<file path="src/rtl/waypoint_pkg.sv">
// Shared types and defaults for the waypoint collector.
// Holds the collector state enum, the packed coordinate struct and default grid bounds.
package waypoint_pkg;

  localparam int PKG_COORD_W    = 8;
  localparam int DEFAULT_GRID_W = 160;
  localparam int DEFAULT_GRID_H = 120;

  typedef enum logic {
    COLLECT = 1'b0,
    DONE    = 1'b1
  } state_t;

  typedef struct packed {
    logic [PKG_COORD_W-1:0] y;
    logic [PKG_COORD_W-1:0] x;
  } coord_t;

endpackage

</file>
<file path="src/rtl/rise_detect.sv">
// One-bit rising-edge detector: rise is high while d=1 and the registered previous value is 0.
module rise_detect (
  input  logic clk,
  input  logic reset,
  input  logic d,
  output logic rise
);

  logic prev;

  always_ff @(posedge clk) begin
    if (!reset) begin
      prev <= 1'b0;
    end else begin
      prev <= d;
    end
  end

  assign rise = d & ~prev;

endmodule

</file>
<file path="src/rtl/waypoint_collector.sv">
// Collects button-entered grid coordinates, validates them, and writes accepted
// points as packed {y, x} words to consecutive waypoint RAM addresses.
module waypoint_collector
  import waypoint_pkg::*;
#(
  parameter int COORD_W = 8,
  parameter int DEPTH   = 256,
  parameter int ADDR_W  = $clog2(DEPTH),
  parameter int GRID_W  = DEFAULT_GRID_W,
  parameter int GRID_H  = DEFAULT_GRID_H,
  parameter int DEDUP   = 1
) (
  input  logic                 clk,
  input  logic                 reset,
  input  logic [COORD_W-1:0]   x_in,
  input  logic [COORD_W-1:0]   y_in,
  input  logic                 write_en,
  input  logic                 enter_coord,
  input  logic                 finish_init,
  output logic [ADDR_W-1:0]    mem_addr,
  output logic [2*COORD_W-1:0] mem_data,
  output logic                 mem_wren,
  output logic [ADDR_W:0]      count,
  output logic                 full,
  output logic                 reject,
  output logic                 done,
  output logic [3:0]           hex0,
  output logic [3:0]           hex1,
  output logic [3:0]           hex2,
  output logic [3:0]           hex3,
  output logic [3:0]           hex4,
  output logic [3:0]           hex5
);

  // One extra bit on the bound constants so a full-range grid still compares correctly
  localparam logic [COORD_W:0] GRID_W_C = (COORD_W+1)'(GRID_W);
  localparam logic [COORD_W:0] GRID_H_C = (COORD_W+1)'(GRID_H);
  localparam logic [ADDR_W:0]  DEPTH_C  = (ADDR_W+1)'(DEPTH);

  state_t               state;
  state_t               next_state;
  logic                 btn_rise;
  logic                 press;
  logic                 in_bounds;
  logic                 dup;
  logic                 accept;
  logic                 refuse_press;
  logic                 refuse_finish;
  logic [ADDR_W:0]      count_inc;
  logic [2*COORD_W-1:0] last_pt;
  logic [7:0]           hex_x;
  logic [7:0]           hex_y;
  logic [7:0]           hex_cnt;

  rise_detect u_enter_rise (
    .clk   (clk),
    .reset (reset),
    .d     (enter_coord),
    .rise  (btn_rise)
  );

  assign press     = btn_rise & write_en;
  assign count_inc = count + (ADDR_W+1)'(1);

  always_ff @(posedge clk) begin
    if (!reset) begin
      state <= COLLECT;
    end else begin
      state <= next_state;
    end
  end

  // A press accepted in the same cycle as finish still counts toward leaving COLLECT
  always_comb begin
    next_state    = state;
    accept        = 1'b0;
    refuse_press  = 1'b0;
    refuse_finish = 1'b0;
    in_bounds     = ({1'b0, x_in} < GRID_W_C) && ({1'b0, y_in} < GRID_H_C);
    dup           = (DEDUP != 0) && (count != '0) && ({y_in, x_in} == last_pt);
    if (state == COLLECT) begin
      if (press) begin
        if (in_bounds && !full && !dup) begin
          accept = 1'b1;
        end else begin
          refuse_press = 1'b1;
        end
      end
      if (finish_init) begin
        if ((count != '0) || accept) begin
          next_state = DONE;
        end else begin
          refuse_finish = 1'b1;
        end
      end
    end
  end

  always_ff @(posedge clk) begin
    if (!reset) begin
      mem_wren <= 1'b0;
      mem_addr <= '0;
      mem_data <= '0;
      count    <= '0;
      full     <= 1'b0;
      reject   <= 1'b0;
      done     <= 1'b0;
      last_pt  <= '0;
    end else begin
      mem_wren <= accept;
      reject   <= refuse_press | refuse_finish;
      if (accept) begin
        mem_addr <= count[ADDR_W-1:0];
        mem_data <= {y_in, x_in};
        last_pt  <= {y_in, x_in};
        count    <= count_inc;
        full     <= (count_inc == DEPTH_C);
      end
      if (next_state == DONE) begin
        done <= 1'b1;
      end
    end
  end

  // Only the low byte of each value fits on a pair of digits
  assign hex_x   = 8'(last_pt[COORD_W-1:0]);
  assign hex_y   = 8'(last_pt[2*COORD_W-1:COORD_W]);
  assign hex_cnt = 8'(count);

  assign hex0 = hex_x[3:0];
  assign hex1 = hex_x[7:4];
  assign hex2 = hex_y[3:0];
  assign hex3 = hex_y[7:4];
  assign hex4 = hex_cnt[3:0];
  assign hex5 = hex_cnt[7:4];

endmodule

</file>
<file path="config.mk">
export PLATFORM = sky130hd
export DESIGN_NAME = waypoint_collector
export DESIGN_NICKNAME = d
export VERILOG_FILES = /design/src/rtl/waypoint_pkg.sv /design/src/rtl/rise_detect.sv /design/src/rtl/waypoint_collector.sv
export SDC_FILE = /design/constraint.sdc
export NUM_CORES = 1
export LEC_CHECK = 0
export BUFFER_PORTS_ARGS = -buffer_cell sky130_fd_sc_hd__buf_2
export CAP_MARGIN = 20
export CORE_ASPECT_RATIO = 1.75
export CORE_MARGIN = 2
export CORE_UTILIZATION = 50
export CTS_BUF_LIST = sky130_fd_sc_hd__clkbuf_2 sky130_fd_sc_hd__clkbuf_4 sky130_fd_sc_hd__clkbuf_8
export DETAILED_ROUTE_END_ITERATION = 12
export GPL_ROUTABILITY_DRIVEN = 1
export GPL_TIMING_DRIVEN = 0
export PLACE_DENSITY = 0.83
export SYNTH_ARGS = -nofsm -noshare
export SYNTH_HDL_FRONTEND = slang
export SYNTH_SLANG_ARGS = --single-unit
</file>
<file path="constraint.sdc">
create_clock -name clk -period 2.4 [get_ports clk]
set_clock_uncertainty 0.05 [all_clocks]
set_input_delay 0.24 -clock clk [delete_from_list [all_inputs] [get_ports clk]]
set_output_delay 0.24 -clock clk [all_outputs]
set_load 0.02 [all_outputs]
</file>
==> flow_summary.toml <==
[status]
status = "completed"

[placement]
gp_congestion = 0.855
hpwl_mm = 3.56
place_area_mm2 = 0.00247
port_buffers = 80

[pwr]
power.leakage_nw = 1.29
power_density_mw_per_mm2 = 560
ir_drop_mv = 0.497

[critical_path]
cpPeakStageDelay_ns = 0.44
arrival_ns = 2.35
crit_family = "simple AND/OR/NAND/NOR gates"
critical-path-slowest-cell = "dfxtp_2"
endpoint_kind = "flip-flop"
cp_cell_sequence = "inv_1 -> ha_1 -> nor4b_2 -> and3_4 -> nor4_4 -> a21boi_4 -> buf_4 -> mux2i_1 -> nor2_1"
worstSetupPathType = "flip-flop to flip-flop"
startpoint_type = "flip-flop"
crit_buf_inv = 2
cp_max_fo = 10
crit_required_ns = 2.51

[finish]
antenna_cells = 0
seq_area_um2 = 783
area_delta_synth_final_pct = 29.9
nFillCells = 337
fin_area_mm2 = 0.00261
layout_common_cells = "82 x buf_2, 37 x dfxtp_1, 26 x nor2_1"
nets = 332
mostFrequentLayoutCell = "buf_2"
post_route_cells_drive_above_1_share_pct = 39.5
multi_input_area_um2 = 987

[clock_network]
cts_buffer_depth = 2
root_buffer = "clkbuf_8"
cts_max_level = 2
cts_hold_buf = 0
cts.clk_slew.worst_paths_ns = 0.08
cts.sinks = 39
cts_buffers = 5
insertion_delay_ns = 0.28
cts_tree = "built"

[floorplanning]
die_w_um = 51.9
initial_core_util_pct = 51.9
io_pins = 82
die_y_um = 87.8
fp-row-count = 30
core_mm2 = 0.00387
dieArea_mm2 = 0.00456

[grt]
gr-total-overflow = 0
grtUsageMet3_pct = 3.24
grt_max_degree = 13
grt.total_usage_pct = 21.8
grt_pass1_vias = 1641
grt_antenna_before_repair = 0
grtUsageMet1_pct = 22.6
grt_pass1_wl_mm = 7.47
globalRoute.busiestLayer = "met2"
grt_use_met2_pct = 40.4

[timing]
clock.fmax_mhz = 446
hold_viol_final = 0
finalMaxSlewViolations = 0
rsz0062_at_grt = "false"
min_period_over_period_pct = 93.4
fin_tns_setup_ns = 0
final.min_clock_period_ns = 2.24
max_slew.worst_pin.slew_ns = 0.463
setup_viol = 0
relSlewSlack_pct = 69.1

[drt]
post_drt_wl_per_cell_um = 13.0
antenna_left = 0
wl_mm = 4.65
drt_iter0_drc = 41
drc = 0
vias = 1775
viasPerCell = 4.97
first_pass_iters = 4

[synth]
ys.flop_type = "dfxtp_1"
synth_edf_count = 0
synth-compound-area-share_pct = 6.36
synth_top_area_cell = "dfxtp_1"
yosysSeqAreaShare_pct = 38.9
synthSimpleGateAreaFrac_pct = 22.1
synth_top_area_share_pct = 38.9
ys_async_sr_fraction_pct = 0
syn_inst = 221
yosys.area_share.adder_pct = 1.87
ys_types = 33
synth_area_leaders = "dfxtp_1 39%, mux2i_1 11%, buf_4 9.4%"
synth_top_family_by_area = "simple AND/OR/NAND/NOR gates"
avgSynthCellArea_um2 = 9.08
synth_seq_cells = 39
syn_nets = 245
synth_xor_area_share_pct = 7.86
synth_area_mm2 = 0.00201
synthMuxAreaShare_pct = 11.0
yosys_warnings = 0

[hold_path]
min_path_type = "input port to flip-flop"

[job]
max_cap_violations = 0
==> worst paths after layout <==
| check | depth (start not counted) | end | slack (ns) | startpoint |
|---|---|---|---|---|
| setup / recovery | 9 | last_pt[6] | 0.16 | count[0] |
| hold / removal | 2 | u_enter_rise.prev | 0.12 | enter_coord |
| setup reg to reg | 9 | last_pt[6] | 0.16 | count[0] |
| hold reg to reg | 1 | done | 0.42 | done |
==> final cells by class <==
type | instances | area share (%)
clock buffer | 6 | 2.93
multi-input combinational | 146 | 37.9
inverter | 3 | 0.432
buffer | 33 | 8.74
timing repair buffer | 80 | 15.4
sequential | 39 | 30.1
clock inverter | 2 | 2.30
tap | 48 | 2.30
==> worst register-to-register path, delay by kind of cell (launching register included) <==
kind                     cells  cell delay (ns)
buffers and inverters        2             0.29
AO/OA/AOI/OAI                1             0.13
adder cells (fa/ha/maj)      1             0.19
AND/OR/NAND/NOR              4             0.83
flip-flops                   1             0.44
multiplexers                 1             0.18
==> stage by stage <==
step / hold WS [ns] / setup slack, ns / total power (W) / util [%] / instances
finish: 0.117 / 0.159 / 0.00146 / 67.4 / 357
global route: 0.144 / 0.00754 / 0.00151 / 67.4 / 357
CTS: 0.111 / 0.0355 / 0.00148 / 67.3 / 357
detailed placement: 0.407 / 0.0704 / 0.000826 / 63.8 / 349
global placement: 0.402 / 0.100 / 0.000824 / 63.8 / 349
floorplan: 0.312 / 0.171 / 0.000773 / - / 221
==> flip-flops by register name (all words and copies together) (netlist names) <==
register / flops
count: 9
done: 1
full: 1
last_pt: 16
mem_addr: 8
mem_wren: 1
reject: 1
state: 1
u_enter_rise.prev: 1
==> Yosys cell counts, types with 2 or more instances <==
library cell and count:
buf_4 25, nand3_1 3, nor4_1 3, nand4_1 9, o21ai_1 8, nor2_1 26
o21ai_0 2, a31oi_1 2, mux2i_1 22, clkbuf_1 4, xnor2_1 18, ha_1 3
buf_2 2, dfxtp_1 39, nand2_1 19, and3_1 3, nand2b_1 7, a21oi_1 3
nand3b_1 7, inv_1 3
==> where the power goes <==
| part | internal (W) | leakage [nW] | switching, W | total (W) |
|---|---|---|---|---|
| Sequential | 0.000658 | 0.316 | 0.0000103 | 0.000668 |
| Combinational | 0.0000630 | 0.906 | 0.0000782 | 0.000141 |
| Clock | 0.000427 | 0.0688 | 0.000224 | 0.000651 |
| Total | 0.00115 | 1.29 | 0.000313 | 0.00146 |
==> routing by layer <==
layer	wire (um)	share of wire [%]
met5	0	0
met4	93	2.0
met3	207	4.5
met2	2610	56
met1	1730	37
==> kinds of logic after synthesis <==
family | after synthesis
multiplexers | 22
flip-flops | 39
adder cells (fa/ha/maj) | 3
AND/OR/NAND/NOR | 83
buffers and inverters | 36
XOR/XNOR | 18
AO/OA/AOI/OAI | 20
==> repair_timing <==
action,in CTS,in global routing
endpoints found under the setup margin,0,30
buffers inserted,0,0
resized for setup,0,2
(Power assumes the default switching activity.)
